### src/rtl/rf_access_master_if.sv
// Command, response and register-file port bundle for rf_access_master.
// master is the sequencer's view, slave is the host/register-file view.
interface rf_access_master_if;
    logic        cmd_valid;
    logic        cmd_ready;
    logic [1:0]  cmd_op;
    logic [2:0]  cmd_ra;
    logic [2:0]  cmd_rb;
    logic [15:0] cmd_imm;
    logic        rsp_valid;
    logic        rsp_ready;
    logic [15:0] rsp_data;
    logic        busy;
    logic [2:0]  rf_addr;
    logic        rf_we;
    logic        rf_re;
    logic [15:0] rf_wdata;
    logic [15:0] rf_rdata;

    modport master (
        input  cmd_valid,
        input  cmd_op,
        input  cmd_ra,
        input  cmd_rb,
        input  cmd_imm,
        input  rsp_ready,
        input  rf_rdata,
        output cmd_ready,
        output rsp_valid,
        output rsp_data,
        output busy,
        output rf_addr,
        output rf_we,
        output rf_re,
        output rf_wdata
    );

    modport slave (
        output cmd_valid,
        output cmd_op,
        output cmd_ra,
        output cmd_rb,
        output cmd_imm,
        output rsp_ready,
        output rf_rdata,
        input  cmd_ready,
        input  rsp_valid,
        input  rsp_data,
        input  busy,
        input  rf_addr,
        input  rf_we,
        input  rf_re,
        input  rf_wdata
    );
endinterface

### src/rtl/rf_access_master.sv
// Serialises READ/WRITE/MOVE/SWAP commands onto a single-port 8x16
// register file; READ results leave through a valid/ready response.
module rf_access_master (
    input  logic               clk,
    input  logic               reset,
    rf_access_master_if.master bus
);
    typedef enum logic [2:0] {
        IDLE,
        RD_A,
        RD_B,
        WR_A,
        WR_B,
        RSP
    } state_e;

    localparam logic [1:0] OP_READ  = 2'b00;
    localparam logic [1:0] OP_WRITE = 2'b01;
    localparam logic [1:0] OP_MOVE  = 2'b10;

    state_e      state_q, state_d;
    logic [1:0]  op_q;
    logic [2:0]  ra_q;
    logic [2:0]  rb_q;
    logic [15:0] imm_q;
    logic [15:0] tmp_a_q;
    logic [15:0] tmp_b_q;
    logic        accept;

    assign accept = (state_q == IDLE) && bus.cmd_valid;

    always_ff @(posedge clk) begin
        if (reset) begin
            state_q <= IDLE;
            op_q    <= 2'b00;
            ra_q    <= 3'd0;
            rb_q    <= 3'd0;
            imm_q   <= 16'h0;
            tmp_a_q <= 16'h0;
            tmp_b_q <= 16'h0;
        end else begin
            state_q <= state_d;
            if (accept) begin
                op_q  <= bus.cmd_op;
                ra_q  <= bus.cmd_ra;
                rb_q  <= bus.cmd_rb;
                imm_q <= bus.cmd_imm;
            end
            if (state_q == RD_A) tmp_a_q <= bus.rf_rdata;
            if (state_q == RD_B) tmp_b_q <= bus.rf_rdata;
        end
    end

    always_comb begin
        state_d = state_q;
        unique case (state_q)
            IDLE: begin
                if (bus.cmd_valid) begin
                    if (bus.cmd_op == OP_WRITE) state_d = WR_A;
                    else                        state_d = RD_A;
                end
            end
            RD_A: begin
                if (op_q == OP_READ)      state_d = RSP;
                else if (op_q == OP_MOVE) state_d = WR_B;
                else                      state_d = RD_B;
            end
            RD_B: state_d = WR_A;
            WR_A: begin
                if (op_q == OP_WRITE) state_d = IDLE;
                else                  state_d = WR_B;
            end
            WR_B: state_d = IDLE;
            RSP: begin
                if (bus.rsp_ready) state_d = IDLE;
            end
            default: state_d = IDLE;
        endcase
    end

    // Outputs depend on registered state only; no input feeds through.
    always_comb begin
        bus.cmd_ready = 1'b0;
        bus.busy      = 1'b1;
        bus.rsp_valid = 1'b0;
        bus.rsp_data  = 16'h0;
        bus.rf_addr   = 3'd0;
        bus.rf_we     = 1'b0;
        bus.rf_re     = 1'b0;
        bus.rf_wdata  = 16'h0;
        unique case (state_q)
            IDLE: begin
                bus.cmd_ready = 1'b1;
                bus.busy      = 1'b0;
            end
            RD_A: begin
                bus.rf_addr = ra_q;
                bus.rf_re   = 1'b1;
            end
            RD_B: begin
                bus.rf_addr = rb_q;
                bus.rf_re   = 1'b1;
            end
            WR_A: begin
                bus.rf_addr  = ra_q;
                bus.rf_we    = 1'b1;
                bus.rf_wdata = (op_q == OP_WRITE) ? imm_q : tmp_b_q;
            end
            WR_B: begin
                bus.rf_addr  = rb_q;
                bus.rf_we    = 1'b1;
                bus.rf_wdata = tmp_a_q;
            end
            RSP: begin
                bus.rsp_valid = 1'b1;
                bus.rsp_data  = tmp_a_q;
            end
            default: begin
                bus.busy = 1'b1;
            end
        endcase
    end
endmodule

### src/flat_wrapper.sv
// flat-port wrapper written by rule: the top's interface ports become plain ports
module rf_access_master_flat 
  (clk, reset, bus_cmd_valid, bus_cmd_op, bus_cmd_ra, bus_cmd_rb, bus_cmd_imm, bus_rsp_ready, bus_rf_rdata, bus_cmd_ready, bus_rsp_valid, bus_rsp_data, bus_busy, bus_rf_addr, bus_rf_we, bus_rf_re, bus_rf_wdata);
  rf_access_master_if bus_i ();
  input  logic clk;
  input  logic reset;
  input wire logic [$bits(bus_i.cmd_valid)-1:0] bus_cmd_valid;
  input wire logic [$bits(bus_i.cmd_op)-1:0] bus_cmd_op;
  input wire logic [$bits(bus_i.cmd_ra)-1:0] bus_cmd_ra;
  input wire logic [$bits(bus_i.cmd_rb)-1:0] bus_cmd_rb;
  input wire logic [$bits(bus_i.cmd_imm)-1:0] bus_cmd_imm;
  input wire logic [$bits(bus_i.rsp_ready)-1:0] bus_rsp_ready;
  input wire logic [$bits(bus_i.rf_rdata)-1:0] bus_rf_rdata;
  output wire logic [$bits(bus_i.cmd_ready)-1:0] bus_cmd_ready;
  output wire logic [$bits(bus_i.rsp_valid)-1:0] bus_rsp_valid;
  output wire logic [$bits(bus_i.rsp_data)-1:0] bus_rsp_data;
  output wire logic [$bits(bus_i.busy)-1:0] bus_busy;
  output wire logic [$bits(bus_i.rf_addr)-1:0] bus_rf_addr;
  output wire logic [$bits(bus_i.rf_we)-1:0] bus_rf_we;
  output wire logic [$bits(bus_i.rf_re)-1:0] bus_rf_re;
  output wire logic [$bits(bus_i.rf_wdata)-1:0] bus_rf_wdata;
  assign bus_i.cmd_valid = bus_cmd_valid;
  assign bus_i.cmd_op = bus_cmd_op;
  assign bus_i.cmd_ra = bus_cmd_ra;
  assign bus_i.cmd_rb = bus_cmd_rb;
  assign bus_i.cmd_imm = bus_cmd_imm;
  assign bus_i.rsp_ready = bus_rsp_ready;
  assign bus_i.rf_rdata = bus_rf_rdata;
  assign bus_cmd_ready = bus_i.cmd_ready;
  assign bus_rsp_valid = bus_i.rsp_valid;
  assign bus_rsp_data = bus_i.rsp_data;
  assign bus_busy = bus_i.busy;
  assign bus_rf_addr = bus_i.rf_addr;
  assign bus_rf_we = bus_i.rf_we;
  assign bus_rf_re = bus_i.rf_re;
  assign bus_rf_wdata = bus_i.rf_wdata;
  rf_access_master u_core (.clk(clk), .reset(reset), .bus(bus_i));
endmodule
### config.mk
export PLATFORM = sky130hd
export DESIGN_NAME = rf_access_master_flat
export DESIGN_NICKNAME = d
export VERILOG_FILES = /design/src/rtl/rf_access_master_if.sv /design/src/rtl/rf_access_master.sv /design/src/flat_wrapper.sv
export SDC_FILE = /design/constraint.sdc
export NUM_CORES = 1
export LEC_CHECK = 0
export ABC_AREA = 1
export BUFFER_PORTS_ARGS = -buffer_cell sky130_fd_sc_hd__clkbuf_2
export CORE_MARGIN = 8
export CORE_UTILIZATION = 49
export CTS_BUF_LIST = sky130_fd_sc_hd__clkbuf_4 sky130_fd_sc_hd__clkbuf_8 sky130_fd_sc_hd__clkbuf_16
export DETAILED_ROUTE_END_ITERATION = 8
export PLACE_DENSITY = 0.77
export SLEW_MARGIN = 20
export SYNTH_ARGS = -nofsm -noshare
export SYNTH_HDL_FRONTEND = slang
export SYNTH_SLANG_ARGS = --single-unit
### constraint.sdc
create_clock -name clk -period 1.8 [get_ports clk]
set_input_delay 0.36 -clock clk [delete_from_list [all_inputs] [get_ports clk]]
set_output_delay 0.36 -clock clk [all_outputs]
set_load 0.01 [all_outputs]
# Yosys cells after proc, flatten, opt, wreduce, memory -nomap -nowiden

Cells that the tools add are included.

Equal/unequal tests: 10
Reduce and logical (&&, ||, !) cells: 8
Muxes and demuxes: 16

Operators by type and width:

| kind                                                                   | number |
|---|---|
| 16-bit 2-to-1 mux                                                      | 2 |
| 16-bit case mux with 2 select lines                                    | 1 |
| 3-bit 2-to-1 mux                                                       | 5 |
| 3-bit case mux with 5 select lines                                     | 1 |
| 2-bit OR reduction                                                     | 4 |
| 3-bit by 2-bit equality test with 1-bit output (second input constant) | 2 |
| 3-bit equality test (second input constant)                            | 2 |
| 3-bit case mux with 2 select lines                                     | 1 |
| 1-bit 2-to-1 mux                                                       | 5 |
| 2-bit by 1-bit equality test with 1-bit output (second input constant) | 2 |
| 2-bit != test (second input constant)                                  | 2 |
| 3-bit by 1-bit equality test with 1-bit output (second input constant) | 1 |
| 3-bit zero test                                                        | 1 |
| 2-bit equality test (second input constant)                            | 1 |
| 2-bit zero test                                                        | 1 |
| 2-bit 2-to-1 mux                                                       | 1 |
| 2-bit AND reduction                                                    | 1 |
| 1-bit logical AND                                                      | 1 |

Output and inout port bits: 40
Input port bits: 44
Word-level logic and storage cells: 41
Register bits after elaboration: 59

# Longest topological paths before layout

Gate-level depths: netlist of the first run.

Word-level depth: 4
Gate-level depth with buffers: 7
Gate-level depth less buffers: 7

# Worst setup path after synthesis of the first run

Ideal clock, no wire load.

Path kind: register to output
Start: register u_core.state_q[2]
End: output port bus_rsp_data[10]
Data required time: 1.440 ns
Slack: 0.167 ns
Stages on the path, launching flop included: 6
Buffers on the path: 1
Arrival: 1.273 ns
Cell sequence: dfxtp_1 > inv_2 > nor3_2 > inv_2 > buf_2 > nor2_1

Longest elaborated chain between the ends: 2

RTL lines:

| element                | RTL line               | RTL |
|---|---|---|
| from (decl)            | rf_access_master.sv:21 | `state_e state_q, state_d;` |
| from (signal assigned) | rf_access_master.sv:42 | `state_q <= state_d;` |
| 3-bit equality test    | rf_access_master.sv:91 | `unique case (state_q)` |
| 16-bit 2-to-1 mux      | rf_access_master.sv:91 |  |
| to (decl)              | flat_wrapper.sv:16     | `output wire logic [$bits(bus_i.rsp_data)-1:0] bus_rsp_data;` |

No other way between the ends.

# Worst setup path after layout of the first run

Start: register u_core.state_q[0]
End: output port bus_rf_wdata[4]

Longest elaborated chain between the ends: 2
Elaborated cells on any way between the ends: 3
Classes of those cells: 2 x eq/ne; 1 x mux

RTL lines:

| element                                                                                      | RTL line               | RTL |
|---|---|---|
| 3-bit equality test / 3-bit by 2-bit equality test with 1-bit output (equally long branches) | rf_access_master.sv:91 |  |
| 16-bit case mux with 2 select lines (*)                                                      | rf_access_master.sv:91 |  |
| to (decl)                                                                                    | flat_wrapper.sv:21     | `output wire logic [$bits(bus_i.rf_wdata)-1:0] bus_rf_wdata;` |

Every way passes the cells marked *; elsewhere a longest branch is shown, timed or not.

==> impl_results.md, run 1 <==
- Outcome: complete, but fails checks
- Failing checks: negative setup slack
- Total GRT Usage: between 20% and 30%
- Tmin final: roughly 1.9 ns
- Final #Nets: 500
- Setup crit start kind: flip-flop
- Antenna Nets Post-Route: 0
- # fillers: 464
- Initial antenna violation count: 0
- Pwr dens: 952 mW/mm2
- Worst-margin pin slew: about 0.44 ns
- Slew margin rel.: 70.4%
- Hold Path End: u_core.rb_q[0]
- Remaining Overflow, GRT: 0
- Antenna Cells: 0
- Vias in the first global route: 2627
- DRT iter0 DRCs: 184
- Final instance area: 0.00344 mm2
- Unrepaired setup endpoints after global routing: yes
- Total vias in the final route: 2751
- Num rows: 26
- #FFs+latches synth: 59
- Die height: 89.1 um
- Hold path depth: 3
- Maximum vdd drop: 0.000484 V
- Combinational Power Share: about 22%
- Buffers on Ports: 83
- Die ar.: 0.00794 mm2
- Most common cell after layout, fill and taps aside: clkbuf_2
- Min-delay worst type: in -> reg
- Cells after Synth: 368
- Syn Area/Cell: 7.12 um2
- Layout Skew: roughly 0.0064 ns
- Unique masters post-synth: 20
- Max-cap violations: 0
- Die Wd: between 80 and 90 um
- Setup CP Type: reg -> out
- Area growth, synth to finish: 31.4%
- Leakage power: ~1.6 nW
- CP arrival: 1.51 ns
- RR Endpoint: u_core.imm_q[2]
- Hold path startpoint: bus_cmd_rb[0]
- Worst Reg2Reg Path Length in Cells: 6
- Clock net sink count: 59
- Clk_lat worst skew: 0.34 ns
- Final setup viols: 32
- DR pass1 iterations: 4
- Share of cells above drive strength 1: 29.6%
- Placed insts: 508
- # DRC: 0
- Sw frac: 31.1%
- Syn nets: 412
- Non-filler cells, final: 530
- Int Pwr: roughly 0.0023 W
- CTS root buf: clkbuf_8
- Clk pwr share: 32.1%
- Sequential power share: 46.0%
- Yosys warns: 0
- Dpl hpwl: 5320 um
- Max Clk Rate: 535 MHz
- GPL Wtd Cong: 0.814
- Setup ws final: -0.0690 ns
- R2r startpoint: u_core.state_q[0]
- Crit-path max FO: 9
- Drt wl/cell: 14.2 um
- Worst EP required: 1.44 ns
- Longest Clk Path Bufs: 2
- CTS buffer count: 9
- Htree depth: 3
- Initial Utilization: 51.0%
- Area after DPL: 0.00314 mm2
- Reg2reg setup slack: 0.42 ns
- Switching Power: 0.00102 W
- Avg Vias per Cell: 5.19
- Post-Syn Area: 0.00262 mm2
- Boundary Pins: 84
- Seq/Total Area, Yosys: between 40% and 50%
- First-pass GRT wire length: about 13000 um
- CTS tree: built
- Final core occ: 67.0%
- Commonest non-fill, non-tap cells in the layout: 66 x clkbuf_2, 57 x a21oi_1, 56 x dfxtp_1
- Routed WL: ~7500 um
- Worst-path clk slew: 0.06 ns
- Final Hold Viols: 0
- Largest net degree at the start of global routing: 34
- Max Slew Vio Count: 0
- CP Capture Type: output pin
- Pre-CTS WS: between 0.15 and 0.2 ns
- Crit share post-route: 104%
- Core Region: around 0.005 mm2
==> critical path, cell delays in order (launching register included) <==
cell	delay [ns]
dfxtp_2	0.35
inv_4	0.06
nor3_4	0.16
buf_6	0.15
buf_12	0.12
o211ai_1	0.10
o21ai_1	0.09
buf_2	0.14
==> through the flow <==
step	hold slack (ns)	total power, W	TNS (ns)
3_3_place_gp	0.439	0.00218	0
2_1_floorplan	0.430	0.00196	0
4_1_cts	0.261	0.00328	-1.20
5_1_grt	0.271	0.00347	-4.39
3_5_place_dp	0.445	0.00219	0
6_report	0.272	0.00328	-1.01
==> power by group through the flow <==
stage          logic [W]  clock network, W  registers [W]
6_report        0.000719           0.00105        0.00151
5_1_grt         0.000810           0.00114        0.00152
4_1_cts         0.000711           0.00107        0.00150
3_5_place_dp    0.000665                 0        0.00153
3_3_place_gp    0.000654                 0        0.00152
2_1_floorplan   0.000446                 0        0.00151
==> layer usage <==
metal	share of wire, %	wire length (um)	up-vias	GRT usage, %
met3	8.1	611	10	5.70
met2	46	3480	92	31.2
li1	-	-	1401	-
met5	0	0	-	0
met1	44	3340	1248	26.1
met4	1.4	106	0	8.76
==> sequential cells by signal (all words and copies together), names as in the netlist <==
| register | cells |
|---|---|
| u_core.op_q | 2 |
| u_core.state_q | 3 |
| u_core.ra_q | 3 |
| u_core.imm_q | 16 |
| u_core.rb_q | 3 |
| u_core.tmp_a_q | 16 |
| u_core.tmp_b_q | 16 |
==> what timing repair did <==
item                                    4_1_cts  5_1_grt
pin swaps                                     2        1
endpoints found under the setup margin       37       37
hold buffers                                  0        0
buffers inserted                              6        0
resized for setup                            21       22
gates cloned                                  1        0
==> layout make-up <==
| cell class | count | area [um2] | share of cell area, % |
|---|---|---|---|
| tap | 70 | 87.6 | 2.54 |
| sequential | 59 | 1190 | 34.6 |
| inverter | 49 | 196 | 5.70 |
| multi-input combinational | 234 | 1180 | 34.4 |
| clock inverter | 3 | 15.0 | 0.436 |
| clock buffer | 12 | 153 | 4.43 |
| timing repair buffer | 103 | 618 | 18.0 |
==> worst max-delay path by stage <==
stage / from / end / slack, ns / cells past startpoint
final: u_core.state_q[0] / bus_rf_wdata[4] / -0.07 / 7
after global routing: u_core.state_q[0] / bus_rf_wdata[8] / -0.18 / 7
after CTS: u_core.state_q[1] / bus_rf_wdata[7] / -0.08 / 7
after detailed placement: u_core.state_q[1] / bus_rf_wdata[7] / 0.16 / 6
after global placement: u_core.state_q[0] / bus_rf_wdata[5] / 0.22 / 6
after floorplan: u_core.state_q[2] / bus_rsp_data[10] / 0.17 / 5
==> cells in the mapped netlist <==
cell type / n / area, um2
o21ai_1: 28 / 140
nor2_4: 1 / 11.3
buf_2: 10 / 50.1
inv_1: 43 / 161
nand2_1: 52 / 195
nor3_2: 2 / 20.0
o211ai_1: 16 / 120
a31oi_1: 1 / 6.26
nor3_1: 1 / 5.00
nand3_1: 29 / 145
clkbuf_1: 15 / 56.3
a21oi_1: 57 / 285
o21a_1: 1 / 7.51
buf_1: 1 / 3.75
nor2_1: 19 / 71.3
o21ai_0: 25 / 125
inv_2: 6 / 22.5
dfxtp_1: 59 / 1180
or2_2: 1 / 6.26
nand2_2: 1 / 6.26
==> cells by family after synthesis <==
kind of cell	synth area share, %
AOI/OAI and AO/OA	26.1
buffers and inverters	11.2
DFF	45.1
and+or+nand+nor	17.6
Note: power is estimated with default switching activity, not from simulation.
==> inputs of run 2 (changes only) <==
--- a/config.mk
+++ b/config.mk
@@ -5,7 +5,6 @@
 export SDC_FILE = /design/constraint.sdc
 export NUM_CORES = 1
 export LEC_CHECK = 0
-export ABC_AREA = 1
 export BUFFER_PORTS_ARGS = -buffer_cell sky130_fd_sc_hd__clkbuf_2
 export CORE_MARGIN = 8
 export CORE_UTILIZATION = 49
==> run 2 against run 1 <==
Against the previous run:
- setup slack lost 0.058 ns
- first-iteration DRC count is 49% lower
- die area is 3.6% higher
- utilization increased by 4.5 points
- critical path depth fell by 1
- synthesized cell count decreased by 13%
- clock skew is 0.00080 ns lower
- the run still ends with negative setup slack left
- worst hold slack worse by 0.032 ns
- critical path type unchanged
- critical endpoint is now bus_rf_wdata[13]
- cell count is 6.2% lower
- largest power group unchanged
- via count shrank 6.8%
==> impl_results.md, run 2 <==
- Slew margin rel.: 72.9% (was 70.4%)
- #FFs+latches synth: 59 (unchanged)
- Most common cell after layout, fill and taps aside: nand2_1 (was clkbuf_2)
- Max Slew Vio Count: 0 (unchanged)
- Asr flop ratio synth: 0% (unchanged)
- Switching Power: 0.00111 W (was 0.00102 W)
- Setup crit start kind: flip-flop (unchanged)
- Syn Area/Cell: 8.52 um2 (was 7.12 um2)
- Die height: 90.7 um (was 89.1 um)
- Htree depth: 3 (unchanged)
- CP arrival: 1.57 ns (was 1.51 ns)
- Maximum vdd drop: 0.000627 V (was 0.000484 V)
- CTS tree: built (unchanged)
- Final #Nets: 465 (was 500)
- Setup ws final: -0.128 ns (was -0.0690 ns)
- Leakage power: 1.79 nW (was 1.56 nW)
- First-pass GRT wire length: 12700 um (was 12600 um)
- Outcome: complete, but fails checks (unchanged)
- Yosys warns: 0 (unchanged)
- # fillers: 420 (was 464)
- Sequential power share: 39.3% (was 46.0%)
- Die Wd: 90.7 um (was 89.1 um)
- Unique masters post-synth: 32 (was 20)
- Initial antenna violation count: 0 (unchanged)
- Num rows: 27 (was 26)
- Sw frac: 28.2% (was 31.1%)
- Commonest cells post-synth: 69 x nand2_1, 59 x dfxtp_1, 48 x mux2i_1 (was 59 x dfxtp_1, 57 x a21oi_1, 52 x nand2_1)
- Number of synthesized flops with an enable pin: 0 (unchanged)
- Setup CP Type: reg -> out (unchanged)
- Longest Clk Path Bufs: 2 (unchanged)
- Synth area leader: dfxtp_1 (unchanged)
- CP Capture Type: output pin (unchanged)
- Die ar.: 0.00823 mm2 (was 0.00794 mm2)
- Antenna Cells: 0 (unchanged)
- Final core occ: 71.5% (was 67.0%)
- Unrepaired setup endpoints after global routing: yes (unchanged)
- Worst-margin pin slew: 0.406 ns (was 0.443 ns)
- Worst-path clk slew: 0.07 ns (was 0.06 ns)
- Routed WL: 7990 um (was 7540 um)
- Failing checks: negative setup slack (unchanged)
- Largest net degree at the start of global routing: 31 (was 34)
- Non-filler cells, final: 497 (was 530)
- DRT iter0 DRCs: 93 (was 184)
- Final Hold Viols: 0 (unchanged)
- Reg2reg setup slack: 0.04 ns (was 0.42 ns)
- Initial Utilization: 50.3% (was 51.0%)
- CTS root buf: clkbuf_8 (unchanged)
- Area growth, synth to finish: 42.1% (was 31.4%)
- Area after DPL: 0.00328 mm2 (was 0.00314 mm2)
- Max-cap violations: 0 (unchanged)
- # DRC: 0 (unchanged)
- Min-delay worst type: in -> reg (unchanged)
- Top-area cell type share of the netlist area: 43.2% (was 45.1%)
- Total vias in the final route: 2564 (was 2751)
- Syn nets: 365 (was 412)
- Post-Syn Area: 0.00274 mm2 (was 0.00262 mm2)
- Avg Vias per Cell: 5.16 (was 5.19)
- Dpl hpwl: 5310 um (was 5320 um)
- Final instance area: 0.00389 mm2 (was 0.00344 mm2)
- Clk pwr share: 36.1% (was 32.1%)
- Pwr dens: 1010 mW/mm2 (was 952 mW/mm2)
- Core Region: 0.00544 mm2 (was 0.00514 mm2)
- Most numerous cell in the Yosys netlist: nand2_1 (was dfxtp_1)
- Placed insts: 473 (was 508)
- Main synth FF type: dfxtp_1 (unchanged)
- Layout Skew: 0.00563 ns (was 0.00642 ns)
- DR pass1 iterations: 5 (was 4)
- Remaining Overflow, GRT: 0 (unchanged)
- Clk_lat worst skew: 0.34 ns (about the same)
- GPL Wtd Cong: 0.783 (was 0.814)
- Max Clk Rate: 519 MHz (was 535 MHz)
- Combinational Power Share: 24.6% (was 22.0%)
- Share of cells above drive strength 1: 41.4% (was 29.6%)
- Boundary Pins: 84 (unchanged)
- Vias in the first global route: 2697 (was 2627)
- Top Registers: u_core.imm_q x16, u_core.tmp_a_q x16, u_core.tmp_b_q x16 (unchanged)
- Seq/Total Area, Yosys: 43.2% (was 45.1%)
- Crit-path max FO: 8 (was 9)
- Clock net sink count: 59 (unchanged)
- CTS buffer count: 9 (unchanged)
- Total GRT Usage: 19.0% (was 20.4%)
- Drt wl/cell: 16.1 um (was 14.2 um)
- Int Pwr: 0.00282 W (was 0.00226 W)
- Synth area leaders: dfxtp_1 43%, mux2i_1 18%, nand2_1 9.5%, nor2_1 5.2%, a21oi_1 4.6% (was dfxtp_1 45%, a21oi_1 11%, nand2_1 7.4%, inv_1 6.2%, nand3_1 5.5%)
- Antenna Nets Post-Route: 0 (unchanged)
- Cells after Synth: 321 (was 368)
- Buffers on Ports: 83 (unchanged)
- Worst EP required: 1.44 ns (about the same)
- Final setup viols: 34 (was 32)
- Crit share post-route: 107% (was 104%)
- Commonest non-fill, non-tap cells in the layout: 59 x nand2_1, 55 x dfxtp_1, 51 x clkbuf_2 (was 66 x clkbuf_2, 57 x a21oi_1, 56 x dfxtp_1)
- Tmin final: 1.93 ns (was 1.87 ns)
[run 2: changes by cell type after synthesis, sizes merged, moves of 4 or more]
cell,change
mux2i,+48
inv,-47
o21ai,-33
a21oi,-32
nand3,-28
nor2,+18
and2,+16
nand2,+16
o211ai,-16
clkbuf,-6
buf,+4
[run 2: cells by family after synthesis]
kind of cell,after synthesis,share of synthesized area (%)
flops,59,43.2
compound gates,49,9.47
xor+xnor,1,0.320
mux,48,17.6
simple gates,138,23.6
buf+inv,26,5.85
[run 2: final timing paths]
kind                           from               end  cells after the start
setup / recovery  u_core.state_q[0]  bus_rf_wdata[13]                      6
hold / removal      bus_cmd_imm[11]  u_core.imm_q[11]                      3
setup reg to reg  u_core.state_q[2]    u_core.ra_q[1]                      7
hold reg to reg    u_core.imm_q[14]  u_core.imm_q[14]                      2
[run 2: power by group through the flow]
stage                     Clock, W  Sequential (W)  Combinational, W
after global routing       0.00150         0.00156           0.00104
after floorplan                  0         0.00154          0.000560
after CTS                  0.00143         0.00153          0.000922
after detailed placement         0         0.00155          0.000808
after global placement           0         0.00155          0.000797
final                      0.00142         0.00154          0.000965
[run 2: area by class of cell]
cell class / instances / area (um2) / area share (%)
clock inverters: 6 / 105 / 2.70
multi-input cells: 236 / 1530 / 39.4
well taps: 72 / 90.1 / 2.32
flip-flops and latches: 59 / 1190 / 30.6
inverters: 2 / 7.51 / 0.193
repair buffers: 113 / 837 / 21.5
clock buffers: 9 / 124 / 3.19
[run 2: what timing repair did]
item	CTS	global route
endpoints found under the setup margin	40	62
cloned	2	0
pin swaps	27	6
resized for setup	58	64
hold buffers	0	0
hold endpoints to repair	0	0
buffers inserted	8	0
[run 2: layer usage]
metal / share of wire (%) / track usage (%)
met5: 0 / 0
met1: 42 / 20.8
met3: 6.5 / 5.90
met4: 1.4 / 9.15
met2: 50 / 32.6
[run 2: stage by stage]
| stage | hold slack [ns] | setup TNS [ns] | total power [W] | setup slack, ns |
|---|---|---|---|---|
| after global placement | 0.442 | 0 | 0.00234 | 0.173 |
| after floorplan | 0.436 | 0 | 0.00210 | 0.191 |
| after global routing | 0.240 | -3.88 | 0.00410 | -0.189 |
| after detailed placement | 0.447 | 0 | 0.00236 | 0.124 |
| after CTS | 0.228 | -1.55 | 0.00388 | -0.0813 |
| final | 0.240 | -1.92 | 0.00393 | -0.128 |
[run 2: critical path: stages, from the launching register on]
cell	delay (ns)
dfxtp_2	0.33
buf_6	0.12
nor3b_4	0.27
buf_6	0.21
nand2_1	0.06
o21ai_1	0.09
buf_2	0.16
==> inputs of run 3 (changes only) <==
--- a/config.mk
+++ b/config.mk
@@ -7,10 +7,9 @@
 export LEC_CHECK = 0
 export BUFFER_PORTS_ARGS = -buffer_cell sky130_fd_sc_hd__clkbuf_2
 export CORE_MARGIN = 8
-export CORE_UTILIZATION = 49
+export CORE_UTILIZATION = 35
 export CTS_BUF_LIST = sky130_fd_sc_hd__clkbuf_4 sky130_fd_sc_hd__clkbuf_8 sky130_fd_sc_hd__clkbuf_16
 export DETAILED_ROUTE_END_ITERATION = 8
-export PLACE_DENSITY = 0.77
 export SLEW_MARGIN = 20
 export SYNTH_ARGS = -nofsm -noshare
 export SYNTH_HDL_FRONTEND = slang
==> run 3 against run 2 <==
Against the previous run:
- the run still ends with negative setup slack left
- largest power group unchanged
- highest routed layer unchanged
- die area is 32% higher
- clock power is 9% lower
- critical endpoint is now bus_rf_addr[0]
- clock-buffer cell count is 5 higher
- sequential cell count stayed put
==> impl_results.md, run 3 (same netlist as run 2, synthesis figures left out) <==
- # fillers: 750 (was 420)
- Tmin final: 1.86 ns (was 1.93 ns)
- Commonest non-fill, non-tap cells in the layout: 63 x clkbuf_2, 54 x nand2_1, 54 x dfxtp_1 (was 59 x nand2_1, 55 x dfxtp_1, 51 x clkbuf_2)
- Slew margin rel.: 70.3% (was 72.9%)
- Placed insts: 502 (was 473)
- CTS buffer count: 9 (unchanged)
- Antenna Nets Post-Route: 0 (unchanged)
- Final core occ: 50.4% (was 71.5%)
- Htree depth: 3 (unchanged)
- Failing checks: negative setup slack (unchanged)
- Final #Nets: 467 (was 465)
- Met2 wire len: 3610 um (was 4000 um)
- Avg Vias per Cell: 4.71 (was 5.16)
- Clk_lat worst skew: 0.33 ns (was 0.34 ns)
- Met3 Wirelength: 394 um (was 523 um)
- Die ar.: 0.0109 mm2 (was 0.00823 mm2)
- Layout Skew: 0.00987 ns (was 0.00563 ns)
- Remaining Overflow, GRT: 0 (unchanged)
- Die Wd: 104 um (was 90.7 um)
- CTS Hold Bufs: 0 (unchanged)
- # DRC: 0 (unchanged)
- Worst-path clk slew: 0.06 ns (was 0.07 ns)
- Hold path depth: 3 (unchanged)
- Initial Utilization: 35.8% (was 50.3%)
- Crit-path max FO: 7 (was 8)
- Min-delay worst type: in -> reg (unchanged)
- Setup CP Type: reg -> out (unchanged)
- Worst EP required: 1.44 ns (about the same)
- Final Hold Viols: 0 (unchanged)
- Routed WL: 7820 um (was 7990 um)
- Maximum vdd drop: 0.000424 V (was 0.000627 V)
- CP arrival: 1.50 ns (was 1.57 ns)
- Leakage power: 1.76 nW (was 1.79 nW)
- CTS root buf: clkbuf_8 (unchanged)
- Vias in the first global route: 2575 (was 2697)
- Worst-margin pin slew: 0.446 ns (was 0.406 ns)
- Outcome: complete, but fails checks (unchanged)
- Dpl hpwl: 5540 um (was 5310 um)
- Unrepaired setup endpoints after global routing: yes (unchanged)
- WL met1: 3690 um (was 3360 um)
- Antenna Cells: 0 (unchanged)
- CP Capture Type: output pin (unchanged)
- Die height: 104 um (was 90.7 um)
- Pwr dens: 978 mW/mm2 (was 1010 mW/mm2)
- Longest Clk Path Bufs: 2 (unchanged)
- Final setup viols: 18 (was 34)
- Area of the multi-input gates: 0.00152 mm2 (was 0.00153 mm2)
- DRT iter0 DRCs: 70 (was 93)
- Setup ws final: -0.0602 ns (was -0.128 ns)
- Area growth, synth to finish: 40.8% (was 42.1%)
- Core Region: 0.00765 mm2 (was 0.00544 mm2)
- Worst Reg2Reg Path Length in Cells: 5 (was 7)
- Max Slew Vio Count: 0 (unchanged)
- DR pass1 iterations: 4 (was 5)
- Total GRT Usage: 14.2% (was 19.0%)
- Non-filler cells, final: 529 (was 497)
- First-pass GRT wire length: 12600 um (was 12700 um)
- Pre-CTS WS: 0.0364 ns (was 0.124 ns)
- Setup_tns: -0.653 ns (was -1.92 ns)
- Max-cap violations: 0 (unchanged)
- GPL Wtd Cong: 0.761 (was 0.783)
- Top Registers: u_core.imm_q x16, u_core.tmp_a_q x16, u_core.tmp_b_q x16 (unchanged)
- Share of cells above drive strength 1: 40.5% (was 41.4%)
- Initial antenna violation count: 0 (unchanged)
- Highest routed layer: met4 (unchanged)
- Max Clk Rate: 538 MHz (was 519 MHz)
- Most common cell after layout, fill and taps aside: clkbuf_2 (was nand2_1)
- Seq. cell area: 0.00119 mm2 (about the same)
- Clock net sink count: 59 (unchanged)
- Buffers on Ports: 83 (unchanged)
- Boundary Pins: 84 (unchanged)
- Total vias in the final route: 2490 (was 2564)
- CTS tree: built (unchanged)
- Crit share post-route: 103% (was 107%)
- Largest net degree at the start of global routing: 42 (was 31)
- Setup crit start kind: flip-flop (unchanged)
- Drt wl/cell: 14.8 um (was 16.1 um)
- Num rows: 32 (was 27)
## run 3: changes by cell type in the layout (fill, tap and decap cells not counted), moves of 4 or more
cell,before,now
and2_1,2,14
and2_4,14,2
buf_4,12,18
buf_6,29,8
clkbuf_2,51,63
clkbuf_8,9,13
nand2_1,59,54
nand2_2,9,14
## run 3: through the flow
step / hold WS, ns / area (um2) / total power, W
6_report: 0.246 / 3850 / 0.00377
5_1_grt: 0.248 / 3850 / 0.00396
4_1_cts: 0.239 / 3700 / 0.00373
3_5_place_dp: 0.450 / 3340 / 0.00238
3_3_place_gp: 0.443 / 3340 / 0.00236
2_1_floorplan: 0.436 / 2740 / 0.00210
## run 3: area by class of cell
type	instances	share of cell area [%]
tap	102	3.31
clock inverter	1	0.779
clock buffer	14	4.84
multi-input combinational	236	39.4
sequential	59	30.9
timing repair buffer	115	20.6
inverter	2	0.195
## run 3: power breakdown
part / internal, W / switching (W) / leakage, nW
logic: 0.000460 / 0.000473 / 1.16
clock network: 0.000799 / 0.000487 / 0.112
registers: 0.00145 / 0.000105 / 0.484
total: 0.00271 / 0.00106 / 1.76
## run 3: critical path, cell delays in order (launching register included)
cell and delay [ns]:
dfxtp_4 0.37, nor3b_4 0.25, buf_6 0.15, buf_8 0.12
nand2_2 0.06, o21ai_2 0.06, buf_2 0.15
## run 3: layer usage
metal  track usage, %  vias to the layer above
met5                0                        -
met4             6.00                        0
met1             17.4                     1151
met3             4.09                       10
li1                 -                     1274
met2             22.5                       55
## run 3: final timing paths
check                    startpoint  slack (ns)               to
setup / recovery  u_core.state_q[1]       -0.06   bus_rf_addr[0]
hold reg to reg      u_core.rb_q[1]        0.46   u_core.rb_q[1]
setup reg to reg  u_core.state_q[0]        0.21   u_core.ra_q[1]
hold / removal       bus_cmd_imm[4]        0.25  u_core.imm_q[4]
## run 3: what timing repair did
item                                    CTS  global route
gates cloned                              1             1
setup buffers                             6             4
endpoints found under the setup margin   39            38
resized for setup                        32            51
pin swaps                                 5             4
